[config.mk]
export PLATFORM = sky130hd
export DESIGN_NAME = fpu_issue_ctrl
export DESIGN_NICKNAME = d
export VERILOG_FILES = /design/src/rtl/fpu_issue_ctrl.sv
export SDC_FILE = /design/constraint.sdc
export NUM_CORES = 1
export LEC_CHECK = 0
export BUFFER_PORTS_ARGS = -buffer_cell sky130_fd_sc_hd__buf_2
export CAP_MARGIN = 15
export CORE_MARGIN = 2
export CORE_UTILIZATION = 56
export CTS_BUF_LIST = sky130_fd_sc_hd__clkbuf_8
export DETAILED_ROUTE_END_ITERATION = 8
export MAX_ROUTING_LAYER = met4
export PLACE_DENSITY = 0.8
export SYNTH_ARGS = -nofsm -noshare
export SYNTH_HDL_FRONTEND = slang
export SYNTH_SLANG_ARGS = --single-unit
export TNS_END_PERCENT = 5
[constraint.sdc]
create_clock -name clk -period 2.85 [get_ports clk]
set_clock_uncertainty 0.2 [all_clocks]
set_input_delay 0.1425 -clock clk [delete_from_list [all_inputs] [get_ports clk]]
set_output_delay 0.1425 -clock clk [all_outputs]
set_load 0.02 [all_outputs]
[src/rtl/fpu_issue_ctrl.sv]
// Issue/response stage for the fpu core: registers operands into the FPU, tracks
// each op through the fixed FPU latency and buffers results under credit control.
module fpu_issue_ctrl #(
    parameter int LAT   = 4,
    parameter int DEPTH = 4,
    parameter int TAG_W = 4
) (
    input  logic             clk,
    input  logic             rst_n,
    input  logic             req_valid,
    output logic             req_ready,
    input  logic [2:0]       req_op,
    input  logic [1:0]       req_rmode,
    input  logic [31:0]      req_opa,
    input  logic [31:0]      req_opb,
    input  logic [TAG_W-1:0] req_tag,
    output logic [2:0]       fpu_op,
    output logic [1:0]       fpu_rmode,
    output logic [31:0]      fpu_opa,
    output logic [31:0]      fpu_opb,
    input  logic [31:0]      fpu_out,
    input  logic [7:0]       fpu_flags,
    output logic             rsp_valid,
    input  logic             rsp_ready,
    output logic [31:0]      rsp_data,
    output logic [7:0]       rsp_flags,
    output logic [TAG_W-1:0] rsp_tag,
    output logic             drained
);

    localparam int IW = $clog2(DEPTH);
    localparam int AW = (IW > 0) ? IW : 1;
    localparam int PW = IW + 1;
    localparam int CW = $clog2(DEPTH + 1);

    typedef struct packed {
        logic [31:0]      data;
        logic [7:0]       flags;
        logic [TAG_W-1:0] tag;
    } entry_t;

    logic [CW-1:0]    cnt;
    logic [LAT:0]     pipe_vld;
    logic [TAG_W-1:0] pipe_tag [LAT+1];
    entry_t           mem [DEPTH];
    entry_t           head;
    logic [PW-1:0]    wr_ptr;
    logic [PW-1:0]    rd_ptr;
    logic             accept;
    logic             pop;
    logic             fifo_wr;
    logic             fifo_empty;

    function automatic logic [AW-1:0] idx(input logic [PW-1:0] p);
        if (DEPTH == 1) return '0;
        return AW'(p);
    endfunction

    // NOTE: req_ready is a function of cnt alone so no path runs from req_valid back to req_ready.
    assign req_ready  = (cnt != CW'(DEPTH));
    assign accept     = req_valid && req_ready;
    assign fifo_empty = (wr_ptr == rd_ptr);
    assign rsp_valid  = !fifo_empty;
    assign pop        = rsp_valid && rsp_ready;
    assign fifo_wr    = pipe_vld[LAT];
    assign drained    = (cnt == '0);

    always_ff @(posedge clk or negedge rst_n) begin
        if (!rst_n) begin
            cnt <= '0;
        end else if (accept && !pop) begin
            cnt <= cnt + CW'(1);
        end else if (pop && !accept) begin
            cnt <= cnt - CW'(1);
        end
    end

    always_ff @(posedge clk or negedge rst_n) begin
        if (!rst_n) begin
            fpu_op    <= '0;
            fpu_rmode <= '0;
            fpu_opa   <= '0;
            fpu_opb   <= '0;
        end else if (accept) begin
            fpu_op    <= req_op;
            fpu_rmode <= req_rmode;
            fpu_opa   <= req_opa;
            fpu_opb   <= req_opb;
        end
    end

    always_ff @(posedge clk or negedge rst_n) begin
        if (!rst_n) begin
            pipe_vld <= '0;
        end else begin
            pipe_vld[0] <= accept;
            for (int i = 1; i <= LAT; i++) begin
                pipe_vld[i] <= pipe_vld[i-1];
            end
        end
    end

    // NOTE: tag stages and FIFO storage carry no reset; their contents only matter behind a valid bit or pointer.
    always_ff @(posedge clk) begin
        pipe_tag[0] <= req_tag;
        for (int i = 1; i <= LAT; i++) begin
            pipe_tag[i] <= pipe_tag[i-1];
        end
    end

    always_ff @(posedge clk) begin
        if (fifo_wr) begin
            mem[idx(wr_ptr)] <= '{data: fpu_out, flags: fpu_flags, tag: pipe_tag[LAT]};
        end
    end

    always_ff @(posedge clk or negedge rst_n) begin
        if (!rst_n) begin
            wr_ptr <= '0;
            rd_ptr <= '0;
        end else begin
            if (fifo_wr) wr_ptr <= wr_ptr + PW'(1);
            if (pop)     rd_ptr <= rd_ptr + PW'(1);
        end
    end

    // Head fields read as zero while the FIFO is empty.
    assign head      = mem[idx(rd_ptr)];
    assign rsp_data  = rsp_valid ? head.data  : '0;
    assign rsp_flags = rsp_valid ? head.flags : '0;
    assign rsp_tag   = rsp_valid ? head.tag   : '0;

endmodule

==> results of run 1 <==
-- cell families after synthesis --
kind of cell | after synthesis | synth area share [%]
DFF | 279 | 72.9
muxes | 114 | 19.1
and+or+nand+nor | 57 | 3.57
buffers and inverters | 26 | 2.30
xor gates and xnor gates | 10 | 0.893
adders and majority gates | 7 | 0.893
AOI/OAI and AO/OA | 6 | 0.341
-- worst register-to-register path, stage by stage, from the launching register on --
cell and delay [ns]:
dfrtp_1 0.47, xor2_2 0.25, o31ai_1 0.40, ha_1 0.26
inv_1 0.07, fa_1 0.38, xor2_1 0.17, nor2_1 0.11
xor2_1 0.15
-- synth_stat cells --
| cell | instances |
|---|---|
| nor3_4 | 1 |
| inv_1 | 5 |
| nand2_1 | 1 |
| or4_1 | 1 |
| nor2b_1 | 45 |
| edfxtp_1 | 176 |
| dfrtp_1 | 83 |
| mux2_4 | 69 |
| and3_1 | 1 |
| xor2_1 | 6 |
| o21ai_0 | 2 |
| a21oi_1 | 2 |
| buf_2 | 9 |
| and2_1 | 4 |
| buf_6 | 1 |
| ha_1 | 6 |
| o31ai_1 | 1 |
| nor2_1 | 1 |
| or3b_4 | 1 |
| mux4_2 | 44 |
| nor3_1 | 1 |
| buf_4 | 4 |
| xnor2_1 | 3 |
| buf_12 | 7 |
| nand2_8 | 1 |
| fa_1 | 1 |
| xor2_2 | 1 |
| mux2_2 | 1 |
| o311ai_0 | 1 |
| dfxtp_1 | 20 |
-- layout make-up --
cell class                      instances  area (um2)  area share, %
Clock inverter                         25         163           1.15
Inverter                                5        18.8          0.133
Timing Repair Buffer                  356        2450           17.4
Tap cell                              234         293           2.08
Sequential cell                       279        7770           55.1
Multi-Input combinational cell        194        2650           18.8
Clock buffer                           55         757           5.37
-- where the power goes --
part,internal (W),switching [W],total [W],leakage [nW]
sequential,0.00527,0.000397,0.00567,2.75
clock,0.00192,0.00146,0.00338,0.510
combinational,0.00238,0.00309,0.00547,2.60
total,0.00958,0.00495,0.0145,5.86
-- worst max-delay path by stage --
stage,from,to,cells after the start
floorplan,cnt[1],cnt[1],8
global placement,rd_ptr[0],rsp_flags[3],4
detailed placement,wr_ptr[0],cnt[2],8
CTS,rd_ptr[0],rsp_data[23],4
global route,rd_ptr[0],rsp_tag[3],4
finish,rd_ptr[0],rsp_data[18],4
-- metrics by stage --
step	instances	worst slack (ns)	hold WS (ns)	utilization, %
2_1_floorplan	499	0.382	-0.353	-
3_3_place_gp	952	0.356	0.0498	64.2
3_5_place_dp	952	0.328	0.0514	64.2
4_1_cts	1148	0.0942	0.0297	75.4
5_1_grt	1148	0.0140	0.0242	75.4
6_report	1148	0.155	0.0729	75.4
-- registers in the layout, summed over array words and instances (netlist names) --
signal and flops:
mem 176, fpu_opa 32, fpu_opb 32, pipe_tag 20, pipe_vld 5, cnt 3, fpu_op 3, rd_ptr 3
wr_ptr 3, fpu_rmode 2
-- routing by layer --
layer  routed length, um  vias to the layer above
met5                   0                        -
met4                 287                        0
met3                1260                       30
met2               11000                      235
met1                9090                     3006
li1                    -                     2670
-- timing repair --
| action | in CTS | in global routing |
|---|---|---|
| buffers inserted | 0 | 0 |
| endpoints found under the setup margin | 44 | 0 |
| hold buffers | 116 | 0 |
| endpoints found under the hold margin | 321 | 0 |
| resized for setup | 2 | 0 |
==> run_results.csv, run 1 <==
group,metric,value,unit
global_route,grt_overflow,0,
sta,tightest_slew,1.01,ns
setup_path,worstPathArrival,2.35,ns
final_layout,area_delta_synth_final,32.4,%
sta,relSlewSlack,32.8,%
sta,drv_slew,0,
floorplan,dieArea,0.0201,mm2
global_route,gr-usage-met2,37.5,%
sta,hold_violations,0,
floorplan,die_w,142,um
synth,yosysSeqAreaShare,72.9,%
setup_path,cp_num_buf_inv,2,
power_and_ir_drop,report.power.total,0.0145,W
drt,drcViolationCount,0,
global_route,use_met1,28.4,%
clocking,clkSinkCount,279,
synth,synth_top_area_share,49.6,%
power_and_ir_drop,p_leak,5.86,nW
sta,setup_viol,0,
floorplan,num_rows,50,
min_path,hold_class,"in -> reg",
global_route,antenna_found_initial,0,
drt,ant_nets,0,
floorplan,io_pins,233,
global_route,grtUsageTotal,22.6,%
setup_path,rr_endpoint,"cnt[2]",
setup_path,r2r_slack,0.32,ns
power_and_ir_drop,power_density,1030,mW/mm2
synth,yosysTopAreaCell,"edfxtp_1",
global_route,grt_pass1_vias,6576,
min_path,hp-start,"req_tag[2]",
setup_path,r2r_cells,8,
global_route,use_met3,5.30,%
sta,fin_setup_tns,0,ns
place,post-dp-hpwl,11.6,mm
sta,rsz0062_at_grt,"no",
drt,drtIter0Drc,287,
sta,fin_crit,2.70,ns
clocking,cts-htree-levels,2,
clocking,clk_latency,0.51,ns
global_route,grt_max_degree,84,
setup_path,slowest_stage,"mux4_2",
final_layout,nFillCells,1024,
drt,wire_per_inst,18.8,um
final_layout,design_area,0.0141,mm2
final_layout,layout-drive-gt1-share,46.8,%
sta,fmax,371,MHz
synth,synth.distinct_cells,30,
drt,drt-total-wl,21.6,mm
job,cap_violations,0,
clocking,cts_made_buffers,44,
global_route,grt_pass1_wl,34.1,mm
synth,synth_area,0.0107,mm2
setup_path,crit_path_end_kind,"primary output",
global_route,busiest_layer,"met2",
drt,viasPerCell,5.18,
setup_path,worstSetupStartpointType,"flop",
synth,synthCells,499,
drt,num_vias,5941,
final_layout,diodes,0,
setup_path,critical_path.top_delay_family,"buffers and inverters",
place,portBuffers,232,
final_layout,final_cell_mix,"231 x buf_2, 176 x edfxtp_1, 116 x dlygate4sd3_1",
clocking,tritoncts,"built",
sta,period_share,94.6,%
final_layout,finalNetCount,1004,
floorplan,initial_core_util,56.9,%
final_layout,final_common_cell,"buf_2",
setup_path,path_cells,"buf_8 > mux4_2 > nor2b_1 > buf_2",
place,place_area,0.0120,mm2
synth,synthTopCellsByArea,"edfxtp_1 50%, dfrtp_1 19%, mux2_4 9.7%, mux4_2 9.3%, dfxtp_1 3.8%",
min_path,min_path_cells,2,
setup_path,max_stage_delay,0.58,ns
clocking,cts-root-buf,"clkbuf_8",
clocking,path_clk_slew,0.06,ns
synth,ys_warn_count,0,
floorplan,die_y,142,um
min_path,hold_path_end,"pipe_tag[0][2]",
setup_path,reg2reg_from,"wr_ptr[0]",
setup_path,crit_type,"reg -> out",
outcome,outcome,"finished, final reports clean",
place,gp_congestion,0.867,
synth,synth-seq-cells,279,
synth,synth_nets,623,
synth,synth.avg_cell_area,21.3,um2
drt,dr.pass1.iters,5,
floorplan,core,0.0187,mm2
setup_path,required,2.51,ns
setup_path,cp_max_fo,46,
clocking,clock_path_buffers,3,
power_and_ir_drop,irDropWorstVdd,563,uV
Power figures use the tool's default switching activity.
==> run 2: changes to the inputs <==
Settings changed: ABC_AREA set to 1, CORE_UTILIZATION 56 to 55, CTS_CLUSTER_SIZE set to 10, PLACE_DENSITY 0.8 to 0.79.
==> run 2 against run 1 <==
Compared with the run above: worst hold slack got worse by 0.027 ns; flip-flop and latch count stayed put; sequential share of layout area is 0.26 points higher; die area increased by 2.0%; first-iteration DRC count grew 82%; design area fell by 0.47%; cell count grew 36%; critical path depth grew 3; synthesized cell count grew 80%; critical path type unchanged.
==> run_results.csv, run 2 <==
group,metric,value,unit
sta,relSlewSlack,36.5,%
clocking,path_clk_slew,0.06,ns
sta,setup_viol,0,
synth,async_flop_share,29.7,%
power_and_ir_drop,pwr-share-seq,38.3,%
setup_path,crit_path_end_kind,"primary output",
min_path,hold_path_end,"pipe_tag[0][2]",
final_layout,final_common_cell,"buf_2",
synth,ys_warn_count,0,
drt,drt-total-wl,26.6,mm
setup_path,worstSetupStartpointType,"flop",
power_and_ir_drop,p_sw,0.00595,W
drt,drcViolationCount,0,
power_and_ir_drop,netSwitchingFraction,40.2,%
synth,synthTopCellsByArea,"edfxtp_1 49%, dfrtp_1 19%, nand2_1 8.0%, nor2_1 6.3%, o21ai_0 4.0%",
sta,fmax,369,MHz
outcome,outcome,"finished, final reports clean",
sta,hold_violations,0,
clocking,tritoncts,"built",
drt,ant_nets,0,
setup_path,rr_endpoint,"cnt[2]",
job,cap_violations,0,
clocking,cts-htree-levels,2,
sta,fin_setup_tns,0,ns
floorplan,initial_core_util,56.5,%
place,gp_congestion,0.778,
synth,synth_compound_area_share,7.64,%
global_route,grt_pass1_wl,41.2,mm
global_route,grt_max_degree,90,
setup_path,max_stage_delay,0.38,ns
synth,synth.distinct_cells,27,
setup_path,reg2reg_from,"wr_ptr[1]",
final_layout,area_delta_synth_final,31.4,%
sta,period_share,95.0,%
synth,synth-seq-cells,279,
power_and_ir_drop,irDropWorstVdd,516,uV
clocking,clock_path_buffers,3,
drt,viasPerCell,5.11,
sta,tightest_slew,0.953,ns
sta,fin_crit,2.71,ns
synth,synthMuxAreaShare,0.105,%
setup_path,slowest_stage,"dfrtp_2",
synth,synth_edf_count,176,
clocking,cts-root-buf,"clkbuf_8",
setup_path,path_cells,"buf_6 > inv_2 > buf_12 > nor2_1 > o21ai_0 > a21oi_2 > buf_2",
synth,synthXorXnorAreaFrac,0.492,%
setup_path,required,2.51,ns
place,post-dp-hpwl,13.9,mm
power_and_ir_drop,intPower,0.00886,W
synth,synth.avg_cell_area,11.9,um2
final_layout,regMostFlops,"mem",
drt,dr.pass1.iters,5,
setup_path,cp_max_fo,47,
setup_path,cp_num_buf_inv,4,
synth,synthAdderAreaFrac,0.890,%
power_and_ir_drop,p_leak,6.15,nW
min_path,min_path_cells,2,
synth,synthSimpleGateAreaFrac,14.7,%
min_path,hp-start,"req_tag[2]",
place,place_ws,0.531,ns
clocking,cts_made_buffers,45,
drt,num_vias,7959,
clocking,cts_setup_buffers,0,
floorplan,die_w,143,um
min_path,hold_class,"in -> reg",
sta,setup_ws,0.141,ns
synth,yosysTopAreaCell,"edfxtp_1",
global_route,antenna_found_initial,2,
final_layout,largest_reg_flops,176,
setup_path,crit_type,"reg -> out",
sta,drv_slew,0,
synth,synth-main-ff-cell,"edfxtp_1",
clocking,clkSinkCount,279,
synth,yosysSeqAreaShare,72.7,%
floorplan,core,0.0189,mm2
synth,synth_area,0.0107,mm2
sta,rsz0062_at_grt,"no",
global_route,grtUsageTotal,26.9,%
final_layout,finalNetCount,1385,
synth,yosys.cell_count.top_type,"nand2_1",
final_layout,layout-drive-gt1-share,27.3,%
place,portBuffers,232,
setup_path,r2r_slack,0.50,ns
global_route,grt_overflow,0,
power_and_ir_drop,combPwrFrac,40.4,%
setup_path,critical_path.top_delay_family,"buffers and inverters",
floorplan,num_rows,50,
drt,wire_per_inst,17.1,um
synth,synth_top_area_share,49.5,%
power_and_ir_drop,power_density,1050,mW/mm2
clocking,clk_latency,0.53,ns
synth,synth_nets,1023,
final_layout,final_cell_mix,"231 x buf_2, 227 x nand2_1, 179 x nor2_1",
floorplan,io_pins,233,
drt,drtIter0Drc,521,
synth,synth_top_family_by_area,"simple AND/OR/NAND/NOR gates",
final_layout,reg.largest.list,"mem: 176 flops, fpu_opa: 32 flops, fpu_opb: 32 flops",
power_and_ir_drop,pwr-share-clk,21.3,%
synth,ys_top_cells_by_count,"227 x nand2_1, 179 x nor2_1, 176 x edfxtp_1, 85 x o21ai_0, 83 x dfrtp_1",
floorplan,dieArea,0.0205,mm2
setup_path,r2r_cells,10,
floorplan,die_y,143,um
synth,synthCells,899,
setup_path,worstPathArrival,2.37,ns
global_route,grt_pass1_vias,7948,
## run 2: cell count changes in the layout (fill, tap and decap cells not counted), moves of 5 or more
cell,previous run,this run
nor2_1,1,179
mux2_4,69,0
nand2_1,1,227
buf_4,3,8
inv_1,17,30
a21oi_2,0,40
inv_2,0,6
o21ai_0,2,85
nor2b_1,45,0
mux4_2,44,0
## run 2: area by class of cell
| cell class | instances | area, um2 |
|---|---|---|
| Tap cell | 260 | 325 |
| Inverter | 13 | 56.3 |
| Timing Repair Buffer | 362 | 2500 |
| Multi-Input combinational cell | 560 | 2550 |
| Antenna cell | 2 | 5.00 |
| Sequential cell | 279 | 7770 |
| Fill cell | 1225 | 4860 |
| Clock buffer | 52 | 716 |
| Clock inverter | 30 | 119 |
## run 2: worst reg2reg max path: cells and delay by family (launching register included)
| kind | cells | cell delay [ns] |
|---|---|---|
| xor gates and xnor gates | 2 | 0.40 |
| adders and majority gates | 2 | 0.56 |
| buffers and inverters | 1 | 0.07 |
| DFF | 1 | 0.44 |
| and+or+nand+nor | 5 | 0.63 |
## run 2: cells by family after synthesis
group                      Yosys count
adders and majority gates            7
DFF                                279
and+or+nand+nor                    413
xor gates and xnor gates             6
buffers and inverters               60
muxes                                1
AOI/OAI and AO/OA                  133
## run 2: power groups by stage
stage / Clock (W) / Sequential (W) / Combinational (W)
global placement: 0 / 0.00568 / 0.00572
floorplan: 0 / 0.00605 / 0.00372
detailed placement: 0 / 0.00568 / 0.00581
finish: 0.00316 / 0.00567 / 0.00598
global route: 0.00339 / 0.00575 / 0.00654
CTS: 0.00321 / 0.00564 / 0.00594
## run 2: worst max-delay path by stage
stage / startpoint / end / slack, ns / depth (start not counted)
2_1_floorplan: cnt[0] / cnt[1] / 0.55 / 9
3_3_place_gp: rd_ptr[1] / rsp_data[3] / 0.59 / 7
6_report: rd_ptr[1] / rsp_data[5] / 0.14 / 7
5_1_grt: rd_ptr[1] / rsp_data[5] / 0.02 / 7
3_5_place_dp: wr_ptr[1] / cnt[1] / 0.53 / 7
4_1_cts: rd_ptr[0] / rsp_data[21] / 0.02 / 5
## run 2: per-layer routing
| layer | vias to the layer above | wire [um] | global-route usage [%] |
|---|---|---|---|
| li1 | 3728 | - | - |
| met1 | 3762 | 10400 | 33.1 |
| met2 | 398 | 13100 | 43.8 |
| met3 | 71 | 2230 | 6.86 |
| met4 | 0 | 794 | 9.70 |
| met5 | - | 0 | - |
## run 2: through the flow
step	hold slack (ns)	util (%)	cell area [um2]	total power, W	std cells
CTS	0.00492	74.3	14000	0.0148	1556
floorplan	-0.353	-	10700	0.00977	899
global route	0.0262	74.3	14000	0.0157	1558
finish	0.0461	74.3	14000	0.0148	1558
detailed placement	0.0466	63.7	12000	0.0115	1358
global placement	0.0459	63.7	12000	0.0114	1358
## run 2: timing repair
action,4_1_cts,5_1_grt
gates resized for setup,1,1
hold buffers,116,0
setup endpoints to repair,13,41
endpoints found under the hold margin,314,0
